## src/rtl/businv_pkg.sv

```systemverilog
// Shared defaults, link word layout and popcount helper for the bus-invert link.
package businv_pkg;

   localparam int unsigned W_DEF    = 8;
   localparam int unsigned NREQ_DEF = 4;
   localparam int unsigned CNTW_DEF = 16;
   localparam int unsigned PC_MAXW  = 64;

   typedef struct packed {
      logic              inv;
      logic [W_DEF-1:0]  data;
   } link_t;

   // Callers zero-extend narrower vectors into the fixed-width argument.
   function automatic int unsigned popcount(input logic [PC_MAXW-1:0] v);
      int unsigned n;
      n = 0;
      for (int unsigned i = 0; i < PC_MAXW; i++) begin
         if (v[i]) n++;
      end
      return n;
   endfunction

endpackage

```

## src/rtl/businv_encode.sv

```systemverilog
// Combinational bus-invert encoder: picks the link word for d given the
// current link word p, and reports how many link bits that word toggles.
module businv_encode
   import businv_pkg::*;
#(
   parameter int unsigned W  = W_DEF,
   parameter int unsigned TW = $clog2(W + 2)
) (
   input  logic [W-1:0]  d_i,
   input  logic [W:0]    p_i,
   input  logic          cfg_en_i,
   output logic [W:0]    enc_o,
   output logic [TW-1:0] tog_o
);

   logic [PC_MAXW-1:0] diff_data;
   logic [PC_MAXW-1:0] diff_link;
   logic               inv;

   // Invert decision uses data lines only; the toggle count covers all W+1 lines.
   always_comb begin
      diff_data        = '0;
      diff_data[W-1:0] = d_i ^ p_i[W-1:0];
      inv              = cfg_en_i && (popcount(diff_data) > W / 2);
      enc_o            = inv ? {1'b1, ~d_i} : {1'b0, d_i};
      diff_link        = '0;
      diff_link[W:0]   = enc_o ^ p_i;
      tog_o            = TW'(popcount(diff_link));
   end

endmodule

```

## src/rtl/businv_link_sched.sv

```systemverilog
// Round-robin arbiter feeding one registered bus-invert link, with a
// saturating count of link bit transitions.
module businv_link_sched
   import businv_pkg::*;
#(
   parameter  int unsigned NREQ = NREQ_DEF,
   parameter  int unsigned W    = W_DEF,
   parameter  int unsigned CNTW = CNTW_DEF,
   localparam int unsigned GW   = $clog2(NREQ)
) (
   input  logic              ck,
   input  logic              rst,
   input  logic [NREQ-1:0]   req_valid,
   input  logic [NREQ*W-1:0] req_data,
   output logic [NREQ-1:0]   req_ready,
   input  logic              bus_stall,
   input  logic              cfg_en,
   input  logic              cnt_clr,
   output logic [W:0]        bus_out,
   output logic              bus_valid,
   output logic [GW-1:0]     bus_gnt_id,
   output logic [CNTW-1:0]   toggle_cnt
);

   localparam int unsigned TW = $clog2(W + 2);

   logic [GW-1:0]   ptr_q, ptr_d;
   logic [GW-1:0]   gnt_idx;
   logic [NREQ-1:0] grant;
   logic            xfer;
   logic [W-1:0]    sel_data;
   logic [W:0]      enc;
   logic [TW-1:0]   tog;
   logic [W:0]      bus_out_q, bus_out_d;
   logic            bus_valid_q, bus_valid_d;
   logic [GW-1:0]   gnt_q, gnt_d;
   logic [CNTW-1:0] cnt_q, cnt_d;
   logic [CNTW:0]   cnt_sum;

   // First valid requester at or above ptr, wrapping; gated by reset and stall.
   always_comb begin
      int unsigned idx;
      logic        found;
      grant   = '0;
      gnt_idx = '0;
      found   = 1'b0;
      idx     = 0;
      if (rst && !bus_stall) begin
         for (int unsigned k = 0; k < NREQ; k++) begin
            idx = (32'(ptr_q) + k) % NREQ;
            if (!found && req_valid[idx]) begin
               found      = 1'b1;
               grant[idx] = 1'b1;
               gnt_idx    = GW'(idx);
            end
         end
      end
   end

   assign req_ready = grant;
   assign xfer      = |grant;
   assign sel_data  = req_data[gnt_idx*W +: W];

   businv_encode #(
      .W  (W),
      .TW (TW)
   ) u_encode (
      .d_i      (sel_data),
      .p_i      (bus_out_q),
      .cfg_en_i (cfg_en),
      .enc_o    (enc),
      .tog_o    (tog)
   );

   always_comb begin
      bus_out_d   = bus_out_q;
      bus_valid_d = bus_valid_q;
      gnt_d       = gnt_q;
      ptr_d       = ptr_q;
      cnt_d       = cnt_q;
      cnt_sum     = {1'b0, cnt_q} + (CNTW+1)'(tog);
      if (xfer) begin
         bus_out_d   = enc;
         bus_valid_d = 1'b1;
         gnt_d       = gnt_idx;
         ptr_d       = (gnt_idx == GW'(NREQ - 1)) ? '0 : gnt_idx + GW'(1);
      end else if (!bus_stall) begin
         bus_valid_d = 1'b0;
      end
      if (cnt_clr) begin
         cnt_d = '0;
      end else if (xfer) begin
         cnt_d = cnt_sum[CNTW] ? '1 : cnt_sum[CNTW-1:0];
      end
   end

   always_ff @(posedge ck) begin
      if (!rst) begin
         ptr_q       <= '0;
         bus_out_q   <= '0;
         bus_valid_q <= 1'b0;
         gnt_q       <= '0;
         cnt_q       <= '0;
      end else begin
         ptr_q       <= ptr_d;
         bus_out_q   <= bus_out_d;
         bus_valid_q <= bus_valid_d;
         gnt_q       <= gnt_d;
         cnt_q       <= cnt_d;
      end
   end

   assign bus_out    = bus_out_q;
   assign bus_valid  = bus_valid_q;
   assign bus_gnt_id = gnt_q;
   assign toggle_cnt = cnt_q;

endmodule

```

## config.mk

```make
export PLATFORM = sky130hd
export DESIGN_NAME = businv_link_sched
export DESIGN_NICKNAME = d
export VERILOG_FILES = /design/src/rtl/businv_pkg.sv /design/src/rtl/businv_encode.sv /design/src/rtl/businv_link_sched.sv
export SDC_FILE = /design/constraint.sdc
export NUM_CORES = 1
export LEC_CHECK = 0
export ABC_CLOCK_PERIOD_IN_PS = 15920
export BUFFER_PORTS_ARGS = -buffer_cell sky130_fd_sc_hd__buf_2
export CAP_MARGIN = 0
export CORE_MARGIN = 1.5
export CORE_UTILIZATION = 50
export DETAILED_ROUTE_END_ITERATION = 16
export GPL_ROUTABILITY_DRIVEN = 0
export PLACE_DENSITY = 0.75
export SLEW_MARGIN = 20
export SYNTH_ARGS = -nofsm -noshare
export SYNTH_HDL_FRONTEND = slang
export SYNTH_HIERARCHICAL = 1
export SYNTH_SLANG_ARGS = --single-unit
```

## constraint.sdc

```tcl
create_clock -name ck -period 15.92 [get_ports ck]
set_clock_uncertainty 0.05 [all_clocks]
set_input_delay 3.184 -clock ck [delete_from_list [all_inputs] [get_ports ck]]
set_output_delay 3.184 -clock ck [all_outputs]
set_load 0.02 [all_outputs]
```

==> summary.txt, run 1 <==
Run status
  • Status: complete, no violations

Yosys
  • Post-Synthesis Cells: approximately 520
  • Post-synth EDFFs: 0
  • Seq cells post-synth: 30
  • Synth async-reset ratio: 0%
  • Netlist cell types: between 80 and 90
  • Largest area contributor in the netlist: dfxtp_1
  • Yosys top cell area share: 13.75%
  • Ys Warns: 6
  • Seq/Total Area, Yosys: ~14%
  • Post-Synthesis Net Count: around 590
  • Top_reg_cell synth: dfxtp_1
  • Dominant cells by area after synthesis: dfxtp_1 14%, ha_1 7.7%, xnor2_1 6.0%
  • Post-Syn Area: approximately 4400 um2
  • Average size of a mapped cell: ~8.4 um2

Setup path
  • Worst setup SP type: input pin
  • CP Max Fanout: 16
  • Worst Setup Path Type: input pin to flop
  • Worst Path Required: 16.02 ns
  • CP most frequent cell: ha_1
  • Slowest stage cell, crit path: xor3_2
  • Worst path max stage delay: 0.51 ns
  • Arrival @ worst endpoint: 15.23 ns
  • Crit end category: flop

Global route
  • Total track usage: 24.77%
  • Grt total ovfl: 0
  • First-pass GRT wire length: 18570 um
  • Vias in the first global route: approximately 4000
  • Largest net degree at the start of global routing: 24
  • Initial antenna violation count: 0

Placed design
  • Dpl hpwl: about 8600 um
  • Buffers on Ports: 72
  • Placed cell area: about 4800 um2
  • Worst slack, placed: -0.1635 ns

CTS
  • Max Buffers Root-to-Sink: 2
  • Clk root buf: clkbuf_8
  • CTS tree: done
  • CTS Hold Bufs: 0
  • CTS buffer count: 5
  • Worst skew pair latency: 0.28 ns
  • Worst-path clk slew: 0.07 ns
  • H-tree depth: 2
  • CTS Sinks: 30

Detailed routing
  • Routed wire length: about 11000 um
  • DR iter-0 viols: 154
  • Vias: about 4200
  • TritonRoute pass-1 iters: 4
  • Routed Antenna Nets: 0
  • DRC Markers: 0
  • Routed length per instance: between 15 and 20 um
  • Vias per cell: slightly above 6

Finish
  • Commonest non-fill, non-tap cells in the layout: 72 x buf_2, 40 x nand2_1, 30 x dfxtp_1
  • Share of layout cells above drive strength 1: 24.37%
  • N_diodes: 0
  • Cell area after layout: approximately 5000 um2
  • Final nets: roughly 660
  • Layout area overhead: 15.82%
  • Most common cell after layout, fill and taps aside: buf_2
  • Final core utilization: 60.64%

Floorplanning
  • Die width: between 90 and 100 um
  • Initial Util: a little over half
  • I/O pin cnt: 73
  • Die area: ~9300 um2
  • Die Y: a little under 100 um
  • Core area: 8341 um2
  • Row count: 33

STA
  • Fin. max-slew vios: 0
  • Hold Worst Slack: between 0.4 and 0.5 ns
  • Final period demand of the worst path: approximately 15 ns
  • Rel. slew slack: 29.79%
  • Final setup viols: 0
  • Fmax: 66.09 MHz
  • RSZ-0062 raised after global routing: false
  • Part of the cycle the worst path needs: between 90% and 100%
  • Least-Margin Pin Slew: approximately 1.1 ns
  • Final Hold Vio Count: 0
  • Final worst setup slack: around 0.8 ns

Flow run
  • Max-cap violations: 0

Min path
  • Min-delay worst type: flop to flop
what timing repair did:
item                                    in CTS  in global routing
buffers inserted                             0                  2
endpoints found under the setup margin       0                 16
resized for setup                            0                 13
per-stage QoR:
step	setup TNS [ns]	instances
4_1_cts	0	698
3_3_place_gp	0	690
2_1_floorplan	0	522
5_1_grt	0	700
6_report	0	700
3_5_place_dp	-0.5184	690
cells in the mapped netlist, drive strengths merged, types with 21 or more instances:
master,instances
inv,21
nor2b,24
ha,27
nand2,41
mux2i,26
xnor2,36
nor2,29
a21oi,27
dfxtp,30
xor2,22
logic make-up after synthesis:
group | after synthesis | synth area share (%)
DFF | 30 | 13.75
and+or+nand+nor | 182 | 22.29
buffers and inverters | 42 | 4.785
muxes | 36 | 9.799
AOI/OAI and AO/OA | 141 | 24.90
xor gates and xnor gates | 63 | 16.27
adders and majority gates | 28 | 8.195
registers in the layout, indices dropped and copies added, names as in the netlist:
signal / flops
toggle_cnt: 16
bus_out: 9
bus_gnt_id: 2
ptr_q: 2
bus_valid: 1
critical path, delay by kind of cell:
family,cells,cell delay [ns]
simple gates,18,2.92
compound gates,16,2.77
fa+ha+maj,11,3.24
buf+inv,4,0.57
mux,2,0.58
xor+xnor,10,1.90
final timing paths:
check / from / to / slack, ns / cells past startpoint
max reg2reg: ptr_q[0] / toggle_cnt[9] / 1.96 / 62
min: bus_gnt_id[1] / bus_gnt_id[1] / 0.41 / 2
min reg2reg: bus_gnt_id[1] / bus_gnt_id[1] / 0.41 / 2
max: req_valid[0] / toggle_cnt[9] / 0.79 / 61
layout make-up:
class	count	area, um2
Clock buffer	6	82.58
Clock inverter	2	60.06
Fill cell	742	3283
Inverter	21	78.83
Multi-Input combinational cell	450	3638
Sequential cell	30	600.6
Tap cell	105	131.4
Timing Repair Buffer	86	465.4
per-layer routing:
| layer | share of wire [%] | routed length [um] | GRT usage (%) | vias up |
|---|---|---|---|---|
| met1 | 45 | 5097 | 31.97 | 2005 |
| met4 | 0.92 | 103 | 5.314 | 0 |
| met3 | 4.7 | 530 | 3.286 | 11 |
| li1 | - | - | - | 2114 |
| met5 | 0 | 0 | 0 | - |
| met2 | 49 | 5471 | 43.76 | 110 |
Power of run 1 is left out: the tool's default activity adds up to more than one toggle a clock period on the data nets, which glitch-free logic cannot reach.
==> run 2, diff against run 1 <==
--- a/config.mk
+++ b/config.mk
@@ -5,14 +5,14 @@
 export SDC_FILE = /design/constraint.sdc
 export NUM_CORES = 1
 export LEC_CHECK = 0
-export ABC_CLOCK_PERIOD_IN_PS = 15920
+export ABC_CLOCK_PERIOD_IN_PS = 16700
 export BUFFER_PORTS_ARGS = -buffer_cell sky130_fd_sc_hd__buf_2
 export CAP_MARGIN = 0
 export CORE_MARGIN = 1.5
 export CORE_UTILIZATION = 50
 export DETAILED_ROUTE_END_ITERATION = 16
 export GPL_ROUTABILITY_DRIVEN = 0
-export PLACE_DENSITY = 0.75
+export PLACE_DENSITY = 0.72
 export SLEW_MARGIN = 20
 export SYNTH_ARGS = -nofsm -noshare
 export SYNTH_HDL_FRONTEND = slang
==> constraint.sdc (replaced) <==
create_clock -name ck -period 16.7 [get_ports ck]
set_clock_uncertainty 0.05 [all_clocks]
set_input_delay 3.34 -clock ck [delete_from_list [all_inputs] [get_ports ck]]
set_output_delay 3.34 -clock ck [all_outputs]
set_load 0.02 [all_outputs]
==> run 2 against run 1 <==
Compared with the run above:
- hold slack improved by 0.0087 ns
- count of clock-buffer cells in the layout rose by 1
- global-route usage rose by 0.48 points
- via count grew 2.7%
- critical path type unchanged
- sequential share of layout area grew 0.23 points
- first-iteration DRC count grew 68%
- cell area is 1.9% lower
- sequential cell count unchanged
- wire length increased by 2.0%
- critical path depth rose by 2
- setup slack gained 0.14 ns
==> summary.txt, run 2 (synthesis gave the netlist of run 1 again) <==
Placed design
  • Buffers on Ports: 72
  • Dpl hpwl: between 8000 and 9000 um
  • DP Cell Count: 688

Detailed routing
  • DR iter-0 viols: roughly 260
  • Vias: about 4400
  • Routed wire length: ~11000 um
  • Routed length per instance: 16.32 um
  • Vias per cell: between 6 and 7
  • TritonRoute pass-1 iters: 5
  • DRC Markers: 0
  • Routed Antenna Nets: 0

Setup path
  • Worst Path Required: roughly 17 ns
  • CP bufs+invs: 5
  • Worst Setup Path Type: input pin to flop
  • Worst setup SP type: input pin
  • Crit end category: flop
  • Reg2Reg Depth: 64
  • Arrival @ worst endpoint: about 16 ns
  • CP most frequent cell: ha_1
  • Worst path max stage delay: just over 0.5 ns
  • Number of cells on the critical path: 63
  • CP Max Fanout: 13
  • Top delay family on crit path: adder cells
  • Slowest stage cell, crit path: xor3_2

Finish
  • Final cell count without fillers: 700
  • Most common cell after layout, fill and taps aside: buf_2
  • FF/Latch Area: 600.6 um2
  • N_diodes: 0
  • Layout area overhead: 13.61%
  • Max FFs per register: 16
  • Share of layout cells above drive strength 1: around 23%
  • Commonest non-fill, non-tap cells in the layout: 72 x buf_2, 40 x nand2_1, 30 x dfxtp_1, 30 x xnor2_1, 29 x nor2_1
  • Multi-input gate area: 3593 um2
  • Final nets: 663
  • Fillcell total: about 780

CTS
  • CTS Hold Bufs: 0
  • CTS buffer count: 5
  • CTS tree: done
  • CTS Sinks: 30
  • Clk root buf: clkbuf_8
  • Worst-path clk slew: around 0.060 ns
  • H-tree depth: 2
  • Worst skew pair latency: about 0.28 ns
  • Max Buffers Root-to-Sink: 2

Min path
  • Min-delay worst type: flop to flop
  • WHS Path Cells: 2

STA
  • Least-Margin Pin Slew: around 1.0 ns
  • Fmax: ~63 MHz
  • Part of the cycle the worst path needs: between 90% and 100%
  • Final period demand of the worst path: 15.77 ns
  • Final setup viols: 0
  • Rel. slew slack: 30.41%
  • Final Hold Vio Count: 0
  • TNS Setup: 0 ns
  • Fin. max-slew vios: 0

Floorplanning
  • Die Y: 96.45 um
  • Core area: approximately 8300 um2
  • Die area: between 9000 and 10000 um2
  • Die width: roughly 96 um
  • Row count: 33
  • Initial Util: about 52%
  • I/O pin cnt: 73

Global route
  • First-pass GRT wire length: ~19000 um
  • Initial antenna violation count: 0
  • Largest net degree at the start of global routing: 24
  • Vias in the first global route: between 4000 and 5000
  • Grt total ovfl: 0
  • Total track usage: between 20% and 30%

Run status
  • Status: complete, no violations

Flow run
  • Max-cap violations: 0
-- run 2: changes by cell type in the layout (fill, tap and decap cells not counted) --
cell,previous run,this run
a21oi_1,22,27
a21oi_2,5,0
bufinv_16,2,0
clkbuf_1,0,1
clkinv_2,0,1
nor3_1,9,10
nor3_4,1,0
xnor2_1,29,30
xnor2_2,6,5
xor2_1,17,18
xor2_2,5,4
-- run 2: area by class of cell --
class	instances	share of cell area, %
tap	105	2.648
inverter	21	1.589
timing repair buffer	86	9.382
sequential	30	12.11
clock inverter	1	0.1009
multi-input combinational	450	72.43
clock buffer	7	1.740
-- run 2: through the flow --
stage	setup WS [ns]	cell area [um2]	hold slack, ns	utilization, %
global route	-0.007871	4961	0.4388	59.48
detailed placement	0.2472	4821	0.4001	57.80
finish	0.9319	4961	0.4152	59.48
CTS	0.4877	4912	0.4114	58.90
global placement	0.6546	4821	0.3967	57.80
floorplan	0.7945	4367	0.4778	-
-- run 2: per-layer routing --
layer	up-vias	GRT usage, %	share of wire [%]	wire (um)
met2	147	44.64	50	5675
li1	2126	-	-	-
met5	-	0	0	0
met4	0	5.435	1.3	149
met1	2069	32.59	43	4939
met3	14	3.286	5.8	662
-- run 2: timing repair --
item	4_1_cts	5_1_grt
endpoints found under the setup margin	0	16
gates resized for setup	0	4
buffers inserted	0	4
-- run 2: final timing paths --
check / startpoint / end / slack, ns
worst max-delay path: req_valid[0] / toggle_cnt[14] / 0.93
worst min-delay path: bus_valid / bus_valid / 0.42
worst max register to register: ptr_q[0] / toggle_cnt[14] / 2.26
worst min register to register: bus_valid / bus_valid / 0.42
-- run 2: worst reg2reg max path: cells and delay by family, from the launching register on --
family,cells,cell delay (ns)
adder cells (fa/ha/maj),12,3.94
AND/OR/NAND/NOR,19,3.24
AO/OA/AOI/OAI,16,2.67
XOR/XNOR,10,1.99
buffers and inverters,5,0.91
flip-flops,1,0.89
multiplexers,2,0.64
Power of run 2 is left out for the same reason.
